**config.mk**
```make
export PLATFORM = sky130hd
export DESIGN_NAME = uart_boot_loader
export DESIGN_NICKNAME = d
export VERILOG_FILES = /design/src/rtl/uart_boot_loader.sv
export SDC_FILE = /design/constraint.sdc
export NUM_CORES = 1
export LEC_CHECK = 0
export ABC_AREA = 1
export BUFFER_PORTS_ARGS = -buffer_cell sky130_fd_sc_hd__buf_2
export CORE_ASPECT_RATIO = 0.7
export CORE_MARGIN = 3
export CORE_UTILIZATION = 40
export DETAILED_ROUTE_END_ITERATION = 10
export GPL_TIMING_DRIVEN = 0
export HOLD_SLACK_MARGIN = 0.15
export PLACE_DENSITY = 0.65
export SLEW_MARGIN = 20
export SYNTH_ARGS = -nofsm -noshare
export SYNTH_HDL_FRONTEND = slang
export SYNTH_SLANG_ARGS = --single-unit
export TNS_END_PERCENT = 30
```
**constraint.sdc**
```tcl
create_clock -name clk -period 3.9 [get_ports clk]
set_input_delay 0.195 -clock clk [delete_from_list [all_inputs] [get_ports clk]]
set_output_delay 0.195 -clock clk [all_outputs]
set_load 0.005 [all_outputs]
```
**src/rtl/uart_boot_loader.sv**
```systemverilog
// UART program loader: receives an A5-framed image and issues 32-bit word stores while holding the core.
// Define UART_BOOT_CHECKSUM_EN to require a trailing XOR checksum byte after the payload.
module uart_boot_loader #(
  parameter int unsigned CLK_HZ    = 100_000_000,
  parameter int unsigned BAUD      = 115200,
  parameter int unsigned BASE_ADDR = 32'h0,
  parameter int unsigned MEM_WORDS = 'h901
) (
  input  logic        clk,
  input  logic        rst_n,
  input  logic        uart_txd_in,
  output logic        cpu_hold,
  output logic [31:0] bus_address,
  output logic [31:0] bus_data,
  output logic        bus_store_enable,
  output logic        bus_is_sw,
  output logic        load_done,
  output logic        load_err
);

  localparam int unsigned CLKS_PER_BIT = CLK_HZ / BAUD;
  localparam logic [15:0] BIT_M1       = 16'(CLKS_PER_BIT - 1);
  localparam logic [15:0] HALF_M1      = 16'(CLKS_PER_BIT / 2 - 1);

  typedef enum logic [1:0] {RxIdle, RxStart, RxData, RxStop} rx_state_e;

  typedef enum logic [2:0] {
    StMagic, StLen0, StLen1, StData, StStore, StDone
`ifdef UART_BOOT_CHECKSUM_EN
    , StCsum
`endif
  } state_e;

  rx_state_e   rx_state;
  logic [1:0]  rx_sync;
  logic        rx_prev;
  logic [15:0] rx_cnt;
  logic [2:0]  rx_bit;
  logic [7:0]  rx_shift;
  logic        rx_valid;
  logic        rx_ferr;

  state_e      state;
  logic [15:0] len_q;
  logic [15:0] idx_q;
  logic [31:0] word_q;
  logic [1:0]  byte_k;
  logic [15:0] len_full;
  logic [15:0] idx_inc;
`ifdef UART_BOOT_CHECKSUM_EN
  logic [7:0]  csum_q;
`endif

  assign len_full = {rx_shift, len_q[7:0]};
  assign idx_inc  = idx_q + 16'd1;

  // Receiver: rx_shift holds the last byte while rx_valid pulses.
  always_ff @(posedge clk or negedge rst_n) begin
    if (!rst_n) begin
      rx_sync  <= 2'b11;
      rx_prev  <= 1'b1;
      rx_state <= RxIdle;
      rx_cnt   <= '0;
      rx_bit   <= '0;
      rx_shift <= '0;
      rx_valid <= 1'b0;
      rx_ferr  <= 1'b0;
    end else begin
      rx_sync  <= {rx_sync[0], uart_txd_in};
      rx_prev  <= rx_sync[1];
      rx_valid <= 1'b0;
      rx_ferr  <= 1'b0;
      unique case (rx_state)
        RxIdle: begin
          if (rx_prev && !rx_sync[1]) begin
            rx_state <= RxStart;
            rx_cnt   <= HALF_M1;
          end
        end
        RxStart: begin
          if (rx_cnt != 16'd0) begin
            rx_cnt <= rx_cnt - 16'd1;
          end else if (rx_sync[1]) begin
            rx_state <= RxIdle;
          end else begin
            rx_state <= RxData;
            rx_cnt   <= BIT_M1;
            rx_bit   <= '0;
          end
        end
        RxData: begin
          if (rx_cnt != 16'd0) begin
            rx_cnt <= rx_cnt - 16'd1;
          end else begin
            rx_shift <= {rx_sync[1], rx_shift[7:1]};
            rx_cnt   <= BIT_M1;
            rx_bit   <= rx_bit + 3'd1;
            if (rx_bit == 3'd7) rx_state <= RxStop;
          end
        end
        RxStop: begin
          if (rx_cnt != 16'd0) begin
            rx_cnt <= rx_cnt - 16'd1;
          end else begin
            rx_state <= RxIdle;
            if (rx_sync[1]) rx_valid <= 1'b1;
            else            rx_ferr  <= 1'b1;
          end
        end
        default: rx_state <= RxIdle;
      endcase
    end
  end

  // Frame FSM; bus outputs default to 0 and are raised only for the store cycle.
  always_ff @(posedge clk or negedge rst_n) begin
    if (!rst_n) begin
      state            <= StMagic;
      len_q            <= '0;
      idx_q            <= '0;
      word_q           <= '0;
      byte_k           <= '0;
      cpu_hold         <= 1'b1;
      bus_address      <= '0;
      bus_data         <= '0;
      bus_store_enable <= 1'b0;
      bus_is_sw        <= 1'b0;
      load_done        <= 1'b0;
      load_err         <= 1'b0;
`ifdef UART_BOOT_CHECKSUM_EN
      csum_q           <= '0;
`endif
    end else begin
      bus_address      <= '0;
      bus_data         <= '0;
      bus_store_enable <= 1'b0;
      bus_is_sw        <= 1'b0;
      if (state == StStore) begin
        idx_q <= idx_inc;
        if (idx_inc == len_q) begin
`ifdef UART_BOOT_CHECKSUM_EN
          state     <= StCsum;
`else
          state     <= StDone;
          cpu_hold  <= 1'b0;
          load_done <= 1'b1;
`endif
        end else begin
          state <= StData;
        end
      end else if (state != StDone && rx_ferr) begin
        load_err <= 1'b1;
        state    <= StMagic;
      end else if (state != StDone && rx_valid) begin
        case (state)
          StMagic: begin
            if (rx_shift == 8'hA5) begin
              state    <= StLen0;
              load_err <= 1'b0;
              idx_q    <= '0;
              byte_k   <= '0;
`ifdef UART_BOOT_CHECKSUM_EN
              csum_q   <= '0;
`endif
            end
          end
          StLen0: begin
            len_q[7:0] <= rx_shift;
            state      <= StLen1;
          end
          StLen1: begin
            len_q <= len_full;
            if (len_full == 16'd0) begin
`ifdef UART_BOOT_CHECKSUM_EN
              state     <= StCsum;
`else
              state     <= StDone;
              cpu_hold  <= 1'b0;
              load_done <= 1'b1;
`endif
            end else if ({16'd0, len_full} > MEM_WORDS) begin
              load_err <= 1'b1;
              state    <= StMagic;
            end else begin
              state <= StData;
            end
          end
          StData: begin
            word_q[{byte_k, 3'b000} +: 8] <= rx_shift;
            byte_k <= byte_k + 2'd1;
`ifdef UART_BOOT_CHECKSUM_EN
            csum_q <= csum_q ^ rx_shift;
`endif
            if (byte_k == 2'd3) begin
              state            <= StStore;
              bus_store_enable <= 1'b1;
              bus_is_sw        <= 1'b1;
              bus_address      <= BASE_ADDR + {14'd0, idx_q, 2'b00};
              bus_data         <= {rx_shift, word_q[23:0]};
            end
          end
`ifdef UART_BOOT_CHECKSUM_EN
          StCsum: begin
            if (rx_shift == csum_q) begin
              state     <= StDone;
              cpu_hold  <= 1'b0;
              load_done <= 1'b1;
            end else begin
              load_err <= 1'b1;
              state    <= StMagic;
            end
          end
`endif
          default: ;
        endcase
      end
    end
  end

endmodule

```
==> out/qor.txt, run 1 <==
FLOORPLANNING
----------------------------------------------------------------------------------
I/O pins                                                                        72
Height of the die                                                      117 microns
Die Span X                                                             165 microns
Initial cell density of the core                                             41.1%
Placeable core region                                                  17300 sq um
Standard-cell row count                                                         40
Die footprint                                                          19400 sq um

PLACED DESIGN
----------------------------------------------------------------------------------
GP Congestion                                                                0.889
Number of port buffers                                                          55
Final HPWL DP                                                              11.7 mm
Dpl ws                                                                     1.63 ns
Cell count after placement                                                    1124

SETUP PATH
----------------------------------------------------------------------------------
Crit Path Category                                                         reg2reg
Cell with the biggest individual delay on the critical path           sky130_fd_sc_hd__dfrtp_1
R2r worst-path depth                                                             9
Highest fanout seen on the critical path                                        10
Data arrival time at the worst-slack endpoint                              2.59 ns
Source of the critical timing path                                    rx_shift[1]$_DFFE_PN0P_
Startpoint types                                                         flip-flop
Critical register-to-register path endpoint                           idx_q[2]$_DFFE_PN0P_
Reg-to-reg setup timing slack                                              1.60 ns
Type of element capturing the critical path                              flip-flop
Capturing element of the worst setup path                             idx_q[2]$_DFFE_PN0P_
Most used cell along the critical path                                sky130_fd_sc_hd__nand2_1
Critical-path cell list                                               inv_1, nand2_1, nor3_1, nand4_1, nor2_1, nand2_1, nand2_1, buf_2, o22ai_1
R2r startpoint                                                        rx_shift[1]$_DFFE_PN0P_
Critical path data required time                                           4.18 ns
Largest stage delay, worst path                                            0.44 ns

YOSYS
----------------------------------------------------------------------------------
EDFF count, synth                                                                0
Main flop type after synthesis                                        sky130_fd_sc_hd__dfrtp_1
Async SR Flop Fraction                                                        100%
Synth Area per Inst                                                     8.63 sq um
Number of cells produced by synthesis                                          822
Flops & latches, synth                                                         147
Synth cell types                                                                44
Post-Syn Area                                                           7090 sq um
Synth warn                                                                       0
Portion of the post-synthesis area used by sequential elements               51.9%

STA
----------------------------------------------------------------------------------
Final slew viol count                                                            0
Final worst-path setup slack                                               1.60 ns
Accumulated negative setup slack                                              0 ns
Max-slew headroom                                                            44.2%
Hold Fails Final Rpt                                                             0
Final period demand of the worst path                                      2.30 ns
Peak clock frequency supported by timing                                 0.434 GHz
Worst clock skew                                                         0.0129 ns
Worst Max-Slew Pin Slew                                                   0.831 ns
Period utilisation layout                                                    59.1%
Worst hold margin                                                         0.291 ns
Setup Viol. Count Final                                                          0
Setup repair after global routing missed its margin                             no

GLOBAL ROUTING
----------------------------------------------------------------------------------
Number of antenna violations at the first check in global routing                0
Number of global-route vias before repair                                     5362
First-pass GRT wire length                                                 28.0 mm
Total global routing overflow                                                    0
Combined global-route utilization of all metal layers                        18.1%
Pin count of the biggest net entering global routing                            85

RUN STATUS
----------------------------------------------------------------------------------
Run status                                                            finished, final reports clean

ROUTE
----------------------------------------------------------------------------------
Detailed Route WL                                                          16.7 mm
Number of DRC markers in iteration 0                                           515
Vias per cell                                                                 4.96
Final routed DRC violation total                                                 0
Number of routed nets with antenna violations                                    0
First-pass iteration count of the detailed router                                7
Via count                                                                     5740
Average routed wire per standard cell                                 14.4 microns

FINAL LAYOUT
----------------------------------------------------------------------------------
Number of nets in the final layout                                             931
Number of fillers in the final layout                                         1640
Final Instance Count excl. Fillers                                            1158
Fraction of layout cells with a size suffix above 1                          18.2%
Number of antenna cells inserted                                                 0
Signed area change from the synthesized netlist to the final layout          17.8%

CTS
----------------------------------------------------------------------------------
Clock H-tree levels                                                              4
Setup fix buffers added after clock tree synthesis                               0
Longest Clk Path Bufs                                                            2
Resized cells post-CTS                                                           0
Number of hold-repair buffers added at the cts stage                             2
CTS root buf                                                          sky130_fd_sc_hd__clkbuf_16
Source-to-sink clock delay at the later pin of the worst-skew pair         0.43 ns
Clock slew seen by the registers of the worst setup and hold paths         0.06 ns
Number of clock buffers inserted by TritonCTS                                   17
Clk sink count                                                                 147
TritonCTS clock tree                                                          done

WORST HOLD PATH
----------------------------------------------------------------------------------
Worst hold-check path type                                                in2async

POWER
----------------------------------------------------------------------------------
Leakage dissipation                                                        3.99 nW
Overall power                                                            0.00386 W
VDD IR-drop max                                                           0.227 mV
Power density of the placed cells                                      462 nW/um^2

RUN
----------------------------------------------------------------------------------
Number of max-cap violations                                                     0

==> cells in the final DEF (no fill, tap or decap), drive strengths merged, types with 2 or more instances in the layout <==
cell           n
dlygate4sd3    2
nor2         122
nand2        144
clkbuf        20
a32oi          2
clkinv         2
ha            14
nor4           3
inv          126
o211ai         2
xor2          10
nor3          12
dfrtp        143
o22ai          9
nand4         25
o21ai         76
clkinvlp       2
nand3         77
nor3b          3
dfstp          4
nand3b         4
a21oi         10
a31oi          2
conb          16
buf           87
==> registers in the layout, indices dropped and copies added, names as in the netlist, 2 cells and up, named ones only <==
name	flops
rx_sync	2
len_q	16
state	3
rx_bit	3
bus_address	16
idx_q	16
rx_cnt	16
bus_data	32
byte_k	2
word_q	24
rx_shift	8
==> metal layers <==
metal / part of all wire (%) / vias to the layer above / track usage (%) / wire [microns]
met5: 0 / - / 0 / 0
met4: 0.76 / 0 / 4.50 / 127
met3: 5.7 / 9 / 4.24 / 957
met2: 41 / 172 / 24.4 / 6800
met1: 53 / 2735 / 28.9 / 8810
li1: - / 2824 / - / -
==> stage by stage <==
step	area, sq um	utilization [%]
2_1_floorplan	7150	-
3_3_place_gp	7710	44.7
3_5_place_dp	7750	44.9
4_1_cts	8360	48.4
5_1_grt	8360	48.4
6_report	8360	48.4
==> critical path: cells and delay by family (launching register included) <==
family          cells  cell delay (ns)
buf+inv             2             0.60
flops               1             0.44
simple gates        6             1.00
compound gates      1             0.12
==> Yosys cell counts (all sizes together), types with 4 or more instances <==
master	number	share of area [%]
xor2	10	1.2
buf	31	3.2
nor2	122	8.0
o21ai	76	5.4
a21oi	10	0.86
ha	14	2.5
nand4	25	2.3
nor3	12	1.1
o22ai	9	0.79
nand3b	4	0.42
dfrtp	143	50
nand3	77	5.7
inv	116	6.1
dfstp	4	1.5
nand2	144	7.8
==> cell families (layout without fill, tap and decap cells) <==
| kind of cell | Yosys count | after routing | synth area share, % |
|---|---|---|---|
| simple gates | 392 | 392 | 26.3 |
| compound gates | 106 | 106 | 8.24 |
| mux | 1 | 1 | 0.141 |
| other cells | 1 | 16 | 0.0529 |
| flops | 147 | 147 | 51.9 |
| fa+ha+maj | 14 | 14 | 2.47 |
| xor+xnor | 11 | 11 | 1.36 |
| buf+inv | 150 | 240 | 9.51 |
==> how the worst min path moves through the flow <==
stage | from | to | slack [ns] | depth (start not counted)
2_1_floorplan | rst_n | async pin | -0.10 | 0
3_3_place_gp | uart_txd_in | rx_sync[0]$_DFF_PN1_ | 0.30 | 1
3_5_place_dp | rst_n | bus_address[13]$_DFF_PN0_ | 0.17 | 1
4_1_cts | rst_n | bus_address[13]$_DFF_PN0_ | 0.32 | 2
5_1_grt | rst_n | bus_address[13]$_DFF_PN0_ | 0.34 | 2
6_report | rst_n | bus_address[13]$_DFF_PN0_ | 0.29 | 2
==> report_power, final <==
part	switching (W)	leakage [nW]	internal, W
Sequential	0.0000403	2.02	0.00158
Clock	0.000728	0.282	0.000908
Combinational	0.000399	1.69	0.000199
Total	0.00117	3.99	0.00269
==> cell type report <==
cell class / count / area [sq um] / share of cell area (%)
tap: 231 / 289 / 3.46
clock buffer: 17 / 425 / 5.09
clock inverter: 15 / 158 / 1.89
buffer: 34 / 239 / 2.86
sequential: 147 / 3680 / 44.1
inverter: 116 / 435 / 5.21
multi-input combinational: 540 / 2790 / 33.4
timing repair buffer: 58 / 333 / 3.98
No activity file was read; power rests on OpenSTA's default activity.
==> inputs of run 2 (changes only) <==
Settings changed: ABC_AREA 1 to 0, PLACE_DENSITY 0.65 to 0.67.
Clock period 3.9 ns to 2.1 ns, I/O delays scaled along.
==> out/qor.txt, run 2 <==
ROUTE
----------------------------------------------------------------------------------
Average routed wire per standard cell                                 15.8 microns
Final routed DRC violation total                                                 0
Detailed Route WL                                                          16.8 mm
Vias per cell                                                                 5.22
Number of routed nets with antenna violations                                    0
Via count                                                                     5562
Number of DRC markers in iteration 0                                           417
First-pass iteration count of the detailed router                                5

YOSYS
----------------------------------------------------------------------------------
Async SR Flop Fraction                                                        100%
Synth warn                                                                       0
Post-Syn Area                                                           7030 sq um
Main flop type after synthesis                                        sky130_fd_sc_hd__dfrtp_1
Top cell types by occurrence after synthesis                          sky130_fd_sc_hd__dfrtp_1 (143), sky130_fd_sc_hd__nand2_1 (79), sky130_fd_sc_hd__o21ai_0 (70)
Most area-hungry cell type in the Yosys netlist                       sky130_fd_sc_hd__dfrtp_1
Flops & latches, synth                                                         147
Number of cells produced by synthesis                                          700
Top cells by area, synth                                              sky130_fd_sc_hd__dfrtp_1 (51%), sky130_fd_sc_hd__o21ai_0 (5.0%), sky130_fd_sc_hd__and3_1 (4.5%), sky130_fd_sc_hd__nand2_1 (4.2%), sky130_fd_sc_hd__mux2_2 (4.2%)
Share of the synthesized area in the top cell type                           50.9%
Synth Area per Inst                                                     10.0 sq um
Synth cell types                                                                62
Most common cell in the synthesized netlist                           sky130_fd_sc_hd__dfrtp_1
EDFF count, synth                                                                0
Portion of the post-synthesis area used by sequential elements               52.4%

FLOORPLANNING
----------------------------------------------------------------------------------
Die Span X                                                             164 microns
Initial cell density of the core                                             42.0%
Placeable core region                                                  16700 sq um
I/O pins                                                                        72
Standard-cell row count                                                         39
Height of the die                                                      117 microns
Die footprint                                                          19200 sq um

FINAL LAYOUT
----------------------------------------------------------------------------------
Signed area change from the synthesized netlist to the final layout          27.8%
Multi-input logic area                                                  3340 sq um
Final design utilization                                                     53.7%
Area of all sequential standard cells                                   3690 sq um
Registers with the most flip-flops                                    bus_data (32), word_q (24)
Most flop-heavy register                                                  bus_data
Fraction of layout cells with a size suffix above 1                          29.5%
Number of nets in the final layout                                             844
Number of antenna cells inserted                                                 0
Number of flip-flops in the largest register                                    32
Most used cells in the layout excluding fill and tap cells            sky130_fd_sc_hd__dfrtp_1 (137), sky130_fd_sc_hd__nand2_1 (79), sky130_fd_sc_hd__buf_4 (60), sky130_fd_sc_hd__o21ai_0 (57), sky130_fd_sc_hd__buf_2 (54)
Number of fillers in the final layout                                         1437
Most common cell after layout, fill and taps aside                    sky130_fd_sc_hd__dfrtp_1

POWER
----------------------------------------------------------------------------------
Power density of the placed cells                                      877 nW/um^2
Leakage dissipation                                                        4.43 nW
VDD IR-drop max                                                           0.628 mV

CTS
----------------------------------------------------------------------------------
Number of clock buffers inserted by TritonCTS                                   17
Clock H-tree levels                                                              4
Clk sink count                                                                 147
Clock slew seen by the registers of the worst setup and hold paths         0.07 ns
CTS root buf                                                          sky130_fd_sc_hd__clkbuf_16
Longest Clk Path Bufs                                                            2
Source-to-sink clock delay at the later pin of the worst-skew pair         0.42 ns
TritonCTS clock tree                                                          done

PLACED DESIGN
----------------------------------------------------------------------------------
Final HPWL DP                                                              10.5 mm
Dpl ws                                                                   -0.663 ns
Number of port buffers                                                          55
GP Congestion                                                                0.880

STA
----------------------------------------------------------------------------------
Final worst-path setup slack                                             -0.357 ns
Final period demand of the worst path                                      2.46 ns
Setup Viol. Count Final                                                          9
Period utilisation layout                                                     117%
Worst Max-Slew Pin Slew                                                   0.609 ns
Setup repair after global routing missed its margin                            yes
Worst clock skew                                                        0.00874 ns
Final slew viol count                                                            0
Max-slew headroom                                                            59.1%
Hold Fails Final Rpt                                                             0
Peak clock frequency supported by timing                                 0.407 GHz

GLOBAL ROUTING
----------------------------------------------------------------------------------
Met1 demand-to-capacity share in global routing                              26.1%
Pin count of the biggest net entering global routing                            94
Total global routing overflow                                                    0
First-pass GRT wire length                                                 26.6 mm
Combined global-route utilization of all metal layers                        17.5%
Number of global-route vias before repair                                     5071
GRT met3 Usage                                                               3.76%
Met2 usage in global routing                                                 25.7%
Most Crowded Layer GR                                                         met1
Number of antenna violations at the first check in global routing                0

SETUP PATH
----------------------------------------------------------------------------------
Type of element capturing the critical path                              flip-flop
R2r worst-path depth                                                             8
Critical path data required time                                           2.43 ns
Startpoint types                                                         flip-flop
Highest fanout seen on the critical path                                        10
Data arrival time at the worst-slack endpoint                              2.78 ns
Crit Path Category                                                         reg2reg

RUN
----------------------------------------------------------------------------------
Number of max-cap violations                                                     0

RUN STATUS
----------------------------------------------------------------------------------
Violated checks                                                       negative setup slack
Run status                                                            finished, violations left

WORST HOLD PATH
----------------------------------------------------------------------------------
Worst hold-check path type                                                in2async

==> run 2: cell count changes after synthesis, sizes merged, moves of 7 or more <==
| cell | previous run | this run |
|---|---|---|
| o31ai | 0 | 9 |
| a31oi | 2 | 9 |
| nor2 | 122 | 52 |
| mux2 | 0 | 26 |
| clkbuf | 3 | 35 |
| nand3 | 77 | 11 |
| o41ai | 1 | 9 |
| nand2 | 144 | 80 |
| nand4 | 25 | 8 |
| xnor2 | 1 | 13 |
| and3 | 0 | 51 |
| inv | 116 | 15 |
| nand2b | 0 | 7 |
| nor4 | 3 | 10 |
==> run 2: critical path, cell delays in order (launching register included) <==
cell and delay (ns):
sky130_fd_sc_hd__dfrtp_1 0.42, sky130_fd_sc_hd__buf_6 0.17, sky130_fd_sc_hd__nand4_1 0.18, sky130_fd_sc_hd__or4b_1 0.56
sky130_fd_sc_hd__a21oi_1 0.15, sky130_fd_sc_hd__o22ai_1 0.11, sky130_fd_sc_hd__or4_4 0.47, sky130_fd_sc_hd__buf_6 0.15
sky130_fd_sc_hd__o211ai_1 0.15
==> run 2: final cells by class <==
class                      instances  area share, %
sequential                       147           41.1
multi-input combinational        493           37.2
timing repair buffer             100           7.48
clock buffer                      18           4.89
buffer                            53           3.52
tap                              225           3.13
clock inverter                    14           2.01
inverter                          15          0.627
==> run 2: cells by family after synthesis <==
| family | Yosys count | synth area share, % |
|---|---|---|
| and+or+nand+nor | 267 | 19.9 |
| buffers and inverters | 75 | 5.07 |
| adders and majority gates | 14 | 2.49 |
| DFF | 147 | 52.4 |
| other | 1 | 0.0533 |
| muxes | 28 | 4.45 |
| AOI/OAI and AO/OA | 148 | 13.1 |
| xor gates and xnor gates | 20 | 2.49 |
==> run 2: worst paths after layout <==
| path | startpoint | end | slack (ns) |
|---|---|---|---|
| max in group asynchronous | rst_n | rx_prev$_DFF_PN1_ | 1.10 |
| worst min register to register | rx_sync[0]$_DFF_PN1_ | rx_sync[1]$_DFF_PN1_ | 0.36 |
| worst max register to register | idx_q[4]$_DFFE_PN0P_ | load_done$_DFFE_PN0P_ | -0.36 |
| worst max-delay path | idx_q[4]$_DFFE_PN0P_ | load_done$_DFFE_PN0P_ | -0.36 |
| worst min-delay path | rst_n | bus_data[14]$_DFF_PN0_ | 0.18 |
| min in group clk | uart_txd_in | rx_sync[0]$_DFF_PN1_ | 0.33 |
==> run 2: timing repair <==
| item | CTS | global route |
|---|---|---|
| gates resized for setup | 44 | 49 |
| hold endpoints to repair | 144 | 0 |
| setup endpoints to repair | 84 | 89 |
| buffers inserted | 26 | 16 |
| hold buffers | 2 | 0 |
| pin swaps | 15 | 15 |
==> run 2: where the power goes <==
group / total (W) / switching [W] / internal [W]
logic: 0.00162 / 0.000948 / 0.000672
registers: 0.00309 / 0.000142 / 0.00295
clock network: 0.00317 / 0.00132 / 0.00185
total: 0.00788 / 0.00241 / 0.00547
==> run 2: through the flow <==
step | hold slack (ns) | TNS, ns | area (sq um) | cells | total power, W
after floorplan | -0.191 | -1.03 | 7130 | 715 | 0.00411
after global placement | 0.211 | -192.56 | 7680 | 995 | 0.00442
after detailed placement | 0.0413 | -24.31 | 7730 | 996 | 0.00445
after CTS | 0.187 | -1.09 | 8700 | 1051 | 0.00785
after global routing | 0.210 | -2.83 | 8980 | 1065 | 0.00827
final | 0.181 | -1.41 | 8980 | 1065 | 0.00788
==> run 2: layer usage <==
metal	wire length (microns)	up-vias
met5	0	-
met4	200	0
met3	850	22
met2	7440	161
met1	8330	2669
li1	-	2710
==> inputs of run 3 (changes only) <==
Settings changed: CORE_UTILIZATION 40 to 53, PLACE_DENSITY 0.67 to 0.83.
==> out/qor.txt, run 3 (synthesized netlist as in run 2, its figures left out) <==
FINAL LAYOUT
----------------------------------------------------------------------------------
Final standard cell area without fillers                                9070 sq um
Number of nets in the final layout                                             851
Registers with the most flip-flops                                    bus_data (32), word_q (24)
Number of fillers in the final layout                                          802
Most common cell after layout, fill and taps aside                    sky130_fd_sc_hd__dfrtp_1
Signed area change from the synthesized netlist to the final layout          29.0%
Number of antenna cells inserted                                                 0
Fraction of layout cells with a size suffix above 1                          32.5%
Most flop-heavy register                                                  bus_data
Most used cells in the layout excluding fill and tap cells            sky130_fd_sc_hd__dfrtp_1 (137), sky130_fd_sc_hd__nand2_1 (77), sky130_fd_sc_hd__buf_4 (63), sky130_fd_sc_hd__o21ai_0 (55), sky130_fd_sc_hd__buf_2 (54)
Final design utilization                                                     71.6%
Number of flip-flops in the largest register                                    32

POWER
----------------------------------------------------------------------------------
Int Pwr                                                                  0.00555 W
Switching Share                                                              31.6%
Leakage dissipation                                                        4.53 nW
Power density of the placed cells                                      894 nW/um^2
Overall power                                                            0.00811 W
Logic pwr share                                                              22.4%
Clock network power share                                                    39.4%
VDD IR-drop max                                                           0.858 mV
Switching power summed over all nets                                     0.00256 W
Part of the total power dissipated in sequential elements                    38.2%

PLACED DESIGN
----------------------------------------------------------------------------------
Placement-stage cell area                                               7650 sq um
Final HPWL DP                                                              11.2 mm
GP Congestion                                                                0.907
Dpl ws                                                                   -0.611 ns
Number of port buffers                                                          55

CTS
----------------------------------------------------------------------------------
Source-to-sink clock delay at the later pin of the worst-skew pair         0.43 ns
Number of clock buffers inserted by TritonCTS                                   17
CTS root buf                                                          sky130_fd_sc_hd__clkbuf_16
Clk sink count                                                                 147
TritonCTS clock tree                                                          done
Clock H-tree levels                                                              4
Clock slew seen by the registers of the worst setup and hold paths         0.07 ns
Longest Clk Path Bufs                                                            2

STA
----------------------------------------------------------------------------------
Period utilisation layout                                                     118%
Peak clock frequency supported by timing                                 0.405 GHz
Final slew viol count                                                            0
Hold Fails Final Rpt                                                             0
Setup Viol. Count Final                                                         18
Worst hold margin                                                         0.253 ns
Max-slew headroom                                                            59.3%
Worst clock skew                                                         0.0140 ns
Setup repair after global routing missed its margin                            yes
Worst Max-Slew Pin Slew                                                   0.610 ns
Final period demand of the worst path                                      2.47 ns
Final worst-path setup slack                                             -0.372 ns

GLOBAL ROUTING
----------------------------------------------------------------------------------
Total global routing overflow                                                    0
Pin count of the biggest net entering global routing                            80
Number of antenna violations at the first check in global routing                0
Number of global-route vias before repair                                     5862
First-pass GRT wire length                                                 29.8 mm
Combined global-route utilization of all metal layers                        25.6%

RUN STATUS
----------------------------------------------------------------------------------
Run status                                                            finished, violations left
Violated checks                                                       negative setup slack

ROUTE
----------------------------------------------------------------------------------
Number of DRC markers in iteration 0                                           654
Detailed Route WL                                                          19.0 mm
Final routed DRC violation total                                                 0
First-pass iteration count of the detailed router                                5
Number of routed nets with antenna violations                                    0
Vias per cell                                                                 6.10
Via count                                                                     6152
Average routed wire per standard cell                                 18.8 microns

SETUP PATH
----------------------------------------------------------------------------------
Highest fanout seen on the critical path                                         4
Type of element capturing the critical path                              flip-flop
Crit Path Category                                                         reg2reg
Data arrival time at the worst-slack endpoint                              2.78 ns
Critical path data required time                                           2.41 ns
Startpoint types                                                         flip-flop
R2r worst-path depth                                                             7

FLOORPLANNING
----------------------------------------------------------------------------------
I/O pins                                                                        72
Die footprint                                                          14700 sq um
Placeable core region                                                  12700 sq um
Standard-cell row count                                                         34
Initial cell density of the core                                             55.4%
Die Span X                                                             144 microns
Height of the die                                                      102 microns

RUN
----------------------------------------------------------------------------------
Number of max-cap violations                                                     0

WORST HOLD PATH
----------------------------------------------------------------------------------
Worst hold-check path type                                                in2async

==> run 3: cell count changes in the layout (fill, tap and decap cells not counted), sizes merged <==
cell	delta
buf	+6
clkbuf	+1
clkinv	+1
inv	-1
==> run 3: power groups by stage <==
| stage | clock [W] | combinational (W) | sequential (W) |
|---|---|---|---|
| global placement | 0 | 0.00126 | 0.00311 |
| finish | 0.00319 | 0.00182 | 0.00310 |
| CTS | 0.00321 | 0.00169 | 0.00309 |
| detailed placement | 0 | 0.00136 | 0.00313 |
| global route | 0.00336 | 0.00198 | 0.00311 |
| floorplan | 0 | 0.00101 | 0.00310 |
==> run 3: worst paths after layout <==
check,from,endpoint,slack (ns)
max,idx_q[0]$_DFFE_PN0P_,state[1]$_DFFE_PN0P_,-0.37
min,rst_n,bus_data[13]$_DFF_PN0_,0.25
max reg2reg,idx_q[0]$_DFFE_PN0P_,state[1]$_DFFE_PN0P_,-0.37
min reg2reg,rx_sync[0]$_DFF_PN1_,rx_sync[1]$_DFF_PN1_,0.36
max in group asynchronous,rst_n,rx_sync[1]$_DFF_PN1_,1.04
min in group clk,uart_txd_in,rx_sync[0]$_DFF_PN1_,0.33
==> run 3: cell type report <==
type                       instances  area, sq um  area share [%]
tap                              162          203            2.23
clock buffer                      18          439            4.84
sequential                       147         3690            40.7
inverter                          15         56.3           0.621
clock inverter                    14          185            2.04
timing repair buffer             106          724            7.99
multi-input combinational        493         3440            37.9
buffer                            54          332            3.66
==> run 3: per-layer routing <==
| metal | part of all wire [%] | GRT usage, % | vias up |
|---|---|---|---|
| met5 | 0 | 0 | - |
| met4 | 2.4 | 7.02 | 0 |
| met3 | 9.3 | 6.55 | 58 |
| met2 | 48 | 42.2 | 374 |
| met1 | 41 | 34.0 | 3000 |
| li1 | - | - | 2720 |
==> run 3: stage by stage <==
step,setup TNS [ns],cells
final,-1.95,1009
after global placement,-158.83,932
after global routing,-3.69,1009
after CTS,-1.57,998
after detailed placement,-24.36,933
after floorplan,-1.03,715
==> run 3: critical path, stage by stage, from the launching register on <==
cell	delay [ns]
sky130_fd_sc_hd__dfrtp_2	0.44
sky130_fd_sc_hd__ha_4	0.27
sky130_fd_sc_hd__xnor2_2	0.22
sky130_fd_sc_hd__nand2_2	0.10
sky130_fd_sc_hd__nor4_4	0.35
sky130_fd_sc_hd__nand4_1	0.15
sky130_fd_sc_hd__or4_4	0.54
sky130_fd_sc_hd__a211o_1	0.27
==> run 3: repair_timing <==
action                                 CTS  global route
setup endpoints to repair               95            76
pin swaps                               17            17
setup buffers                           37            11
endpoints found under the hold margin   79             0
hold buffers                             2             0
gates resized for setup                 65            56
